$ cat src/rtl/jt_dump_ctrl.sv
// jt_dump_ctrl
//   Scheduler for the simulation waveform-dump window. Counts frames on the
//   falling edge of vs, optionally waits for a ROM download (led) to end, and
//   opens the dump window at frame START_FRAME. dump_start / dump_stop are
//   single-cycle pulses meant to drive the simulator's dump on/off hooks.
//
//   Build option: define DUMP_STOP_EN to close the window automatically after
//   LEN_FRAMES frames (state DONE). Without it the window is closed only by a
//   new download (led rising) or by rst.
//
// Ports
//   clk        in   1   system clock
//   rst        in   1   synchronous reset, active high
//   vs         in   1   vertical sync, active high, synchronous to clk
//   led        in   1   download in progress, active high, synchronous to clk
//   frame_cnt  out  32  number of vs falling edges since reset (wraps)
//   dump_on    out  1   dump window open
//   dump_start out  1   one-cycle pulse when the window opens
//   dump_stop  out  1   one-cycle pulse when the window closes
//   st         out  3   FSM state code (debug)
//
// State  | code | meaning
// IDLE   | 0    | in reset / first cycle after reset
// WAIT_DL| 1    | waiting for a download to finish (led falling, settled)
// WAIT_FR| 2    | armed, waiting for a vs fall at or past START_FRAME
// DUMPING| 3    | dump window open
// DONE   | 4    | window closed for good, until rst
module jt_dump_ctrl #(
  parameter int START_FRAME = 0,
  parameter int LEN_FRAMES  = 4,
  parameter int WAIT_DL     = 1,
  parameter int SETTLE      = 16
) (
  input  logic        clk,
  input  logic        rst,
  input  logic        vs,
  input  logic        led,
  output logic [31:0] frame_cnt,
  output logic        dump_on,
  output logic        dump_start,
  output logic        dump_stop,
  output logic [2:0]  st
);

  typedef enum logic [2:0] {
    S_IDLE       = 3'd0,
    S_WAIT_DL    = 3'd1,
    S_WAIT_FRAME = 3'd2,
    S_DUMPING    = 3'd3,
    S_DONE       = 3'd4
  } state_t;

  localparam int SW = (SETTLE < 1) ? 1 : $clog2(SETTLE + 1);

  state_t        r_st;
  logic          r_vs_l;
  logic          r_led_l;
  logic [31:0]   r_frame_cnt;
  logic [SW-1:0] r_settle;
  logic          r_dump_on;
  logic          r_dump_start;
  logic          r_dump_stop;

  logic w_vs_fall;
  logic w_led_fall;
  logic w_led_rise;
  logic w_settled;
  logic w_start_ok;

  assign w_vs_fall  = r_vs_l & ~vs;
  assign w_led_fall = r_led_l & ~led;
  assign w_led_rise = ~r_led_l & led;
  assign w_settled  = (r_settle == SW'(SETTLE));
  // Compare against the count before this vs fall is added.
  assign w_start_ok = (r_frame_cnt >= 32'(START_FRAME));

`ifdef DUMP_STOP_EN
  localparam int LEN_EFF = (LEN_FRAMES < 1) ? 1 : LEN_FRAMES;
  logic [31:0] r_len;
`else
  logic w_unused_len;
  assign w_unused_len = (LEN_FRAMES != 0);
`endif

  always_ff @(posedge clk) begin
    if (rst) begin
      r_st         <= S_IDLE;
      r_vs_l       <= 1'b0;
      r_led_l      <= 1'b0;
      r_frame_cnt  <= '0;
      r_settle     <= '0;
      r_dump_on    <= 1'b0;
      r_dump_start <= 1'b0;
      r_dump_stop  <= 1'b0;
`ifdef DUMP_STOP_EN
      r_len        <= '0;
`endif
    end else begin
      r_vs_l       <= vs;
      r_led_l      <= led;
      r_dump_start <= 1'b0;
      r_dump_stop  <= 1'b0;
      if (w_vs_fall) r_frame_cnt <= r_frame_cnt + 32'd1;
      if (!w_settled) r_settle <= r_settle + 1'b1;

      case (r_st)
        S_IDLE: r_st <= (WAIT_DL != 0) ? S_WAIT_DL : S_WAIT_FRAME;

        // A vs fall in the same cycle as the led fall is consumed here and
        // cannot open the window.
        S_WAIT_DL: if (w_led_fall && w_settled) r_st <= S_WAIT_FRAME;

        S_WAIT_FRAME: begin
          if (w_led_rise && (WAIT_DL != 0)) begin
            r_st <= S_WAIT_DL;
          end else if (w_vs_fall && w_start_ok) begin
            r_st         <= S_DUMPING;
            r_dump_on    <= 1'b1;
            r_dump_start <= 1'b1;
`ifdef DUMP_STOP_EN
            r_len        <= '0;
`endif
          end
        end

        // led_rise has priority over the length stop so only one
        // dump_stop is produced.
        S_DUMPING: begin
          if (w_led_rise && (WAIT_DL != 0)) begin
            r_st        <= S_WAIT_DL;
            r_dump_on   <= 1'b0;
            r_dump_stop <= 1'b1;
          end
`ifdef DUMP_STOP_EN
          else if (w_vs_fall) begin
            if (r_len == 32'(LEN_EFF - 1)) begin
              r_st        <= S_DONE;
              r_dump_on   <= 1'b0;
              r_dump_stop <= 1'b1;
            end else begin
              r_len <= r_len + 32'd1;
            end
          end
`endif
        end

        S_DONE: r_st <= S_DONE;

        default: begin
          r_st      <= S_IDLE;
          r_dump_on <= 1'b0;
        end
      endcase
    end
  end

  assign frame_cnt  = r_frame_cnt;
  assign dump_on    = r_dump_on;
  assign dump_start = r_dump_start;
  assign dump_stop  = r_dump_stop;
  assign st         = r_st;

endmodule

$ cat config.mk
export PLATFORM = sky130hd
export DESIGN_NAME = jt_dump_ctrl
export DESIGN_NICKNAME = d
export VERILOG_FILES = /design/src/rtl/jt_dump_ctrl.sv
export SDC_FILE = /design/constraint.sdc
export NUM_CORES = 1
export LEC_CHECK = 0
export ABC_AREA = 0
export CORE_MARGIN = 3
export CORE_UTILIZATION = 59
export CTS_BUF_LIST = sky130_fd_sc_hd__clkbuf_8
export DETAILED_ROUTE_END_ITERATION = 6
export DONT_BUFFER_PORTS = 1
export PLACE_DENSITY_LB_ADDON = 0.05
export SETUP_SLACK_MARGIN = 0.2
export SLEW_MARGIN = 40
export SYNTH_ARGS = -nofsm -noshare
export SYNTH_HDL_FRONTEND = slang
export SYNTH_SLANG_ARGS = --single-unit
$ cat constraint.sdc
create_clock -name clk -period 2.1 [get_ports clk]
set_input_delay 0.21 -clock clk [delete_from_list [all_inputs] [get_ports clk]]
set_output_delay 0.21 -clock clk [all_outputs]
set_load 0.02 [all_outputs]
==> results of run 1 <==
routing by layer:
| layer | up-vias | track usage, % |
|---|---|---|
| li1 | 897 | - |
| met1 | 866 | 30.29 |
| met2 | 63 | 42.53 |
| met3 | 5 | 5.719 |
| met4 | 0 | 8.179 |
| met5 | - | 0 |
sequential cells by signal, indices dropped and copies added, names as in the netlist:
| signal | count |
|---|---|
| dump_on | 1 |
| dump_start | 1 |
| dump_stop | 1 |
| frame_cnt | 32 |
| r_led_l | 1 |
| r_settle | 5 |
| r_vs_l | 1 |
| st | 3 |
metrics by stage:
stage | instance area, µm² | util (%)
after detailed placement | 2172 | 68.35
after global routing | 2469 | 77.68
after floorplan | 2077 | -
after CTS | 2369 | 74.53
after global placement | 2172 | 68.35
final | 2469 | 77.68
final cells by class:
class | count | area share, %
tap | 44 | 2.230
timing repair buffer | 26 | 10.24
clock buffer | 5 | 2.788
inverter | 6 | 0.9123
multi-input combinational | 167 | 45.46
sequential | 45 | 37.91
clock inverter | 3 | 0.4562
layout by cell type (no fill, tap or decap), types with 11 or more instances in the layout:
cell type	Yosys	final
sky130_fd_sc_hd__a21oi_1	20	11
sky130_fd_sc_hd__buf_4	0	17
sky130_fd_sc_hd__dfxtp_1	45	35
sky130_fd_sc_hd__nand2_1	17	17
sky130_fd_sc_hd__nand3_1	12	11
sky130_fd_sc_hd__nor2_1	18	18
sky130_fd_sc_hd__o31ai_1	17	15
sky130_fd_sc_hd__or4_1	18	14
worst max path at each step:
stage / startpoint / to / slack, ns / cells after the start
after floorplan: frame_cnt[2] / frame_cnt[27] / 0.19 / 6
after global placement: frame_cnt[12] / frame_cnt[18] / 0.14 / 5
after detailed placement: frame_cnt[12] / frame_cnt[18] / 0.09 / 5
after CTS: frame_cnt[12] / frame_cnt[18] / 0.13 / 5
after global routing: frame_cnt[6] / frame_cnt[20] / 0.03 / 5
final: frame_cnt[6] / frame_cnt[16] / 0.06 / 5
timing repair:
item,in CTS,in global routing
hold buffers,7,0
hold endpoints to repair,40,0
setup buffers,1,2
resized for setup,7,15
cloned,0,1
endpoints found under the setup margin,15,18
pin swaps,1,5
worst max-delay path: cells and delay by family (launching register included):
family | cells | cell delay, ns
AO/OA/AOI/OAI | 1 | 0.17
flip-flops | 1 | 0.44
AND/OR/NAND/NOR | 3 | 1.19
buffers and inverters | 1 | 0.17
power breakdown:
group	internal (W)	total, W	switching (W)	leakage [nW]
Clock	0.000222	0.000499	0.000277	0.0519
Sequential	0.000850	0.000861	0.0000108	0.372
Combinational	0.0000223	0.0000512	0.0000289	0.431
kinds of logic (layout without fill, tap and decap cells):
logic type / Yosys count / after routing / synth area share [%]
and+or+nand+nor: 102 / 102 / 28.53
AOI/OAI and AO/OA: 45 / 45 / 13.68
DFF: 45 / 45 / 44.36
buffers and inverters: 20 / 40 / 4.128
xor gates and xnor gates: 15 / 15 / 6.470
adders and majority gates: 3 / 3 / 1.849
muxes: 2 / 2 / 0.9859
==> results list, run 1 <==
- After detailed routing, the total wire length is between 5000 and 6000 µm.
- The worst register-to-register path ends at frame_cnt[16].
- Total power for the finished layout comes to approximately 0.0014 W.
* Post-detailed-route via-to-cell ratio: 6.186
* Number of buffers added on ports: 0
- Post-synth top flop: sky130_fd_sc_hd__dfxtp_1
- TritonRoute pass-1 iters: 4
* Worst Setup Slack post-DPL: roughly 0.086 ns
* Num CTS Buffers: 5
* Count of unique library cells instantiated by Yosys: 33
- Clk buf depth: 2
* Nature of the critical path endpoint: flop
- The analysis attributes to cell leakage a power of approximately 0.85 nW.
- Arr. time, crit path: ~2.3 ns
- By count the netlist is led by sky130_fd_sc_hd__dfxtp_1, sky130_fd_sc_hd__a21oi_1, sky130_fd_sc_hd__nor2_1, sky130_fd_sc_hd__or4_1.
* Number of standard-cell rows in the floorplan: 20
- Clock edge transition at the registers on the reported setup and hold paths: 0.08 ns
- At the end of routability-driven placement, the weighted congestion stood at between 0.7 and 0.8.
* Synthesis Warnings: 0
- Leading cell type by number of instances after synthesis: sky130_fd_sc_hd__dfxtp_1
- The startpoint identified for the worst register-to-register timing path is frame_cnt[6].
- Register-to-Register Setup Slack: 0.06 ns
- After synthesis, the largest area contributor takes up between 40 and 50% of total cell area.
- Max rail drop VDD: a little under 0.5 mV
* Number of H-tree levels: 2
* Count of endpoints failing hold in the final timing report: 0
- In the synthesized netlist the async set-or-reset flop fraction comes to 0%.
* Critical-path cell list: nand4_4 -> or4_4 -> buf_12 -> or4_1 -> a21oi_2
- In this run the tightest slew margin relative to its limit is ~64%.
- For the pin with the worst max-slew slack, the measured transition is 0.5344 ns.
* Setup repair after global routing missed its margin: yes
- Post-synthesis instance total: 232
- Ant diodes: 0
- Sum of negative setup slack: 0 ns
* Fmax: around 490 MHz
- Reported max-cap violation count: 0
* Worst EP required: around 2.3 ns
* Cell type contributing the most total cell area after synthesis: sky130_fd_sc_hd__dfxtp_1
- Across all layers, the routed design uses 1831 vias.
- The synthesized netlist occupies a cell area of between 2000 and 2500 µm².
- Clock sink count: 45
* Worst Hold Path EP: r_led_l
- Standard cell core area: 3178 µm²
* Final Hold Slack: 0.04687 ns
* Portion of the post-synthesis area used by sequential elements: between 40% and 50%
- In this run the power density over the cells is between 500 and 600 nW/µm².
- The worst setup path is of the reg2reg kind.
* Clk Latency, worst-skew pair: 0.29 ns
- The flow ran to the end, and the final reports show no timing, DRC or antenna violations.
- The wire-length estimate of the detail-placed layout is between 3000 and 4000 µm.
* Logic depth of the worst register-to-register path: 5
- Global routing used around a quarter of the available tracks across all layers.
- Final Slew Violations: 0
- Counting instances, the worst hold path has a depth of 1.
- After layout, the worst path uses between 90% and 100% of the clock period.
* Syn Nets: roughly 240
- The die is 64.67 µm tall.
- Worst min path class: in2reg
- From synthesis to final layout, the design area changed by 21.57%.
* Number of flops mapped to enable cells by yosys: 0
- In the final routing, the length of wire on met1 measures roughly 2100 µm.
* Post-Synthesis Mean Instance Area: around 8.8 µm²
- Violation count after the first detailed-routing iteration: ~240
- By area the synthesized netlist is led by sky130_fd_sc_hd__dfxtp_1, sky130_fd_sc_hd__or4_1, sky130_fd_sc_hd__o31ai_1.
* Net total in the final layout: roughly 260
- Final cell count without fillers: a little under 300
- The via count of the first global-routing pass is roughly 1.8k.
* Fraction of layout cells with a size suffix above 1: approximately 21%
- Final count of negative-setup-slack endpoints: 0
- Highest routing layer actually used: met4
- The detail route stage leaves a number of antenna-violating nets equal to 0.
- Slowest cell on the critical path: sky130_fd_sc_hd__or4_4
* Fin crit period: 2.038 ns
- TritonCTS clock tree: built
- Total area of multi-input combinational cells: between 1000 and 1500 µm²
- Entering global routing, the biggest net connects 35 pins.
- CP startpoint kind: flop
* Routed wire length on met2: around 2500 µm
- Total DRC errors in the routed layout: 0
- Overall die area: ~4200 µm²
- The first global-routing pass estimated 8135 µm of wire.
- Antenna violations before repair: 0
* Boundary pin count: between 40 and 50
- Die Span X: about 65 µm
- After detailed placement, the design holds a cell count of 277.
- Setup slack on the critical path of the routed design comes to 0.06171 ns.
- In the detailed route, the total length drawn on met3 is 437 µm.
* Clock Skews: slightly above 0.003 ns
- For this configuration, the core starts out at a cell density of a little under two thirds.
* Max incr delay on CP: roughly 0.57 ns
- Overflow left after global routing: 0
* Routed wirelength normalized by instance count: between 15 and 20 µm
- The tree is rooted in a sky130_fd_sc_hd__clkbuf_8.
* Area taken by flip-flops and latches: just over 900 µm²
- In this run the worst path has a maximum fanout of 17.
* Critical hold path startpoint: led
- Fill count: ~230
- Number of register bits inferred by synthesis: 45
No activity file was read; power rests on OpenSTA's default activity.
==> inputs of run 2 (changes only) <==
--- a/config.mk
+++ b/config.mk
@@ -7,8 +7,7 @@
 export LEC_CHECK = 0
 export ABC_AREA = 0
 export CORE_MARGIN = 3
-export CORE_UTILIZATION = 59
-export CTS_BUF_LIST = sky130_fd_sc_hd__clkbuf_8
+export CORE_UTILIZATION = 56
 export DETAILED_ROUTE_END_ITERATION = 6
 export DONT_BUFFER_PORTS = 1
 export PLACE_DENSITY_LB_ADDON = 0.05
==> results list, run 2 (same netlist as run 1, synthesis figures left out) <==
* Run status: finished, final reports clean
- Clk buf depth: 2 (unchanged)
* Kind of critical path: reg2reg
- Overflow left after global routing: 0 (unchanged)
- The power per cell area is 550.9 nW/µm² (-3.7%).
- Number of H-tree levels: 2 (unchanged)
* Number of standard-cell rows in the floorplan: 21 (+5.0%)
* Total area of multi-input combinational cells: 1077 µm² (-4.0%)
- TritonCTS clock tree: built
* TritonRoute pass-1 iters: 4 (unchanged)
* Max rail drop VDD: 0.4450 mV (-9.0%)
* Chip height: 66.22 µm (+2.4%)
- Total DRC errors in the routed layout: 0 (unchanged)
- Final Slew Violations: 0 (unchanged)
* Vias in the first global route: 1702 (-4.2%)
- The critical path starts at frame_cnt[12].
- The largest stage delay on the critical path is 0.56 ns (about the same).
* Logic depth of the worst register-to-register path: 5 (unchanged)
* Remaining antenna violation count after routing: 0 (unchanged)
* Area Overhead vs Synth: 16.70%
- Antenna violations before repair: 0 (unchanged)
- The summed negative setup slack over all endpoints is 0 ns (unchanged).
* Cell area after placement: 2167 µm² (-0.23%)
* Post-detailed-route via-to-cell ratio: 6.186 (about the same)
* Reg-to-reg endpoint: frame_cnt[20]
* Commonest non-fill, non-tap cells in the layout: sky130_fd_sc_hd__dfxtp_1, sky130_fd_sc_hd__a21oi_1, sky130_fd_sc_hd__nor2_1
- Register-to-Register Setup Slack: 0.11 ns (+0.05 ns)
- Clock Root Buffer: sky130_fd_sc_hd__clkbuf_4
- Static power due to leakage: 0.8014 nW (-6.2%)
- Worst EP required: 2.40 ns (+0.07 ns)
- Max_slew headroom: 61.66% (-2.4 points)
- Maximum net fanout on the critical path: 17 (unchanged)
- The core outline area was 3416 µm² (+7.5%).
- Post-Route WL: 4855 µm (-3.8%)
- Final count of negative-setup-slack endpoints: 0 (unchanged)
* Tightest Pin Transition: 0.5707 ns (+0.03635 ns)
- The post-DP HPWL was 3228 µm (-0.11%).
- The maximum clock frequency is 501.9 MHz (+2.3%).
* Worst min path class: in2reg
* Max FFs per register: 32 (unchanged)
- The max-cap violation count was 0 (unchanged).
- The number of buffers added on ports was 0 (unchanged).
- Dominant delay contributor by cell family on the critical path: simple AND/OR/NAND/NOR gates
* Starting utilization of the core area: 59.45% (-4.4 points)
- The clock-pin slew reported for the worst setup and hold paths after clock tree synthesis was 0.12 ns (+0.04 ns).
- The sink count of the clock tree is 45 (unchanged).
- Share of power burned in registers: 66.0% (+5.0 points)
* Clock Skews: 0.006263 ns (+0.003147 ns)
* Die Span X: 66.22 µm (+2.4%)
- Setup repair after global routing missed its margin: yes
- Capture point of the critical path: frame_cnt[20]
- The number of buffers inserted during clock tree synthesis is 5 (unchanged).
- Boundary pin count: 42 (unchanged)
- Net total in the final layout: 255 (-1.2%)
- The flip-flop and latch area came to 935.9 µm² (unchanged).
- The period utilization is 94.88% (-2.2 points).
* Slowest cell on the critical path: sky130_fd_sc_hd__or4_4
- The switching portion of total power was 23.25% (+0.81 points).
* Routability cong.: 0.7598 (-3.3%)
- The detail-routed net length per standard cell was 16.46 µm (-3.4%).
- Fraction of layout cells with a size suffix above 1: 17.67% (-3.8 points)
* Most common cell after layout, fill and taps aside: sky130_fd_sc_hd__dfxtp_1
- The pin count of the biggest net entering global routing is 39 (+11%).
* Arr. time, crit path: 2.29 ns (+0.03 ns)
- Overall die area: 4385 µm² (+4.9%)
- The clock network power share was 30.1% (-5.3 points).
- Critical-path cell list: nand3_1 -> or4_4 -> buf_12 -> or4_1 -> a21oi_2
* Net Switching: 0.0003035 W (-4.2%)
* Post-route cell area: 2370 µm² (-4.0%)
- Count of endpoints failing hold in the final timing report: 0 (unchanged)
* Nature of the critical path endpoint: flop
* Clk Latency, worst-skew pair: 0.36 ns (+0.07 ns)
- Crit Reg-Reg Startpoint: frame_cnt[12]
* Total global routing track utilization: 23.49% (-1.2 points)
- The number of cells on the critical path was 5 (unchanged).
- The number of diodes came to 0 (unchanged).
- The worst setup path is launched from a flop.
* Number of buffer and inverter stages on the critical path: 1 (unchanged)
* Vias post-DR: 1825 (-0.33%)
- Fill count: 284 (+22%)
- The first-pass GRT wire length was 7976 µm (-2.0%).
- Violation count after the first detailed-routing iteration: 98 (-60%)
- The time the final worst path needs with I/O delays and setup came to 1.992 ns (-0.04587 ns).
* Cell-internal power: 0.001002 W (-8.5%)
- The combinational fraction of design power came to 3.9% (+0.3 points).
-- run 2: cell count changes in the layout (fill, tap and decap cells not counted), moves of 3 or more --
cell / change
sky130_fd_sc_hd__a21oi_1: +7
sky130_fd_sc_hd__a21oi_2: -7
sky130_fd_sc_hd__clkbuf_4: +5
sky130_fd_sc_hd__clkbuf_8: -5
sky130_fd_sc_hd__inv_1: -3
sky130_fd_sc_hd__or4_1: +3
sky130_fd_sc_hd__or4_4: -3
-- run 2: worst min path at each step --
stage,start,to,slack [ns],cells after the start
final,rst,dump_start,0.04,3
after global routing,rst,dump_start,0.02,3
after CTS,rst,dump_start,0.009,3
after detailed placement,rst,frame_cnt[6],0.28,1
after global placement,rst,frame_cnt[14],0.28,1
after floorplan,led,r_led_l,0.34,1
-- run 2: through the flow --
| stage | instances | worst slack [ns] | power, W | hold slack, ns | utilization, % |
|---|---|---|---|---|---|
| 2_1_floorplan | 232 | 0.1939 | 0.0009156 | 0.3382 | - |
| 3_3_place_gp | 278 | 0.1397 | 0.0009108 | 0.2771 | 63.44 |
| 3_5_place_dp | 278 | 0.05149 | 0.0009144 | 0.2793 | 63.44 |
| 4_1_cts | 292 | 0.09004 | 0.001324 | 0.008695 | 67.40 |
| 5_1_grt | 295 | 0.05244 | 0.001367 | 0.01724 | 69.38 |
| 6_report | 295 | 0.1076 | 0.001305 | 0.03705 | 69.38 |
-- run 2: timing repair --
item,CTS,global route
hold buffers,5,0
cloned,0,1
buffers inserted,1,2
setup endpoints to repair,15,18
gates resized for setup,4,7
hold endpoints to repair,40,0
pin swaps,1,4
-- run 2: layout make-up --
cell class              count  share of cell area [%]
clock inverters             2                  0.4224
multi-input cells         167                   45.46
inverters                   6                  0.9504
repair buffers             23                   9.504
clock buffers               6                   1.742
well taps                  46                   2.429
flip-flops and latches     45                   39.49
-- run 2: layer usage --
metal  global-route usage, %  routed length [µm]
met1                   27.90                2052
met2                   39.65                2368
met3                   7.143                 361
met4                   8.376                  72
met5                       0                   0
-- run 2: worst reg2reg max path, delay by kind of cell (launching register included) --
kind                   cells  cell delay [ns]
AND/OR/NAND/NOR            3             1.19
AO/OA/AOI/OAI              1             0.15
buffers and inverters      1             0.17
flip-flops                 1             0.43
-- run 2: power by group through the flow --
stage | Clock [W] | Sequential (W) | Combinational (W)
after CTS | 0.000411 | 0.000862 | 0.0000511
after detailed placement | 0 | 0.000881 | 0.0000335
after global routing | 0.000445 | 0.000864 | 0.0000578
after global placement | 0 | 0.000880 | 0.0000310
final | 0.000392 | 0.000862 | 0.0000515
after floorplan | 0 | 0.000881 | 0.0000346
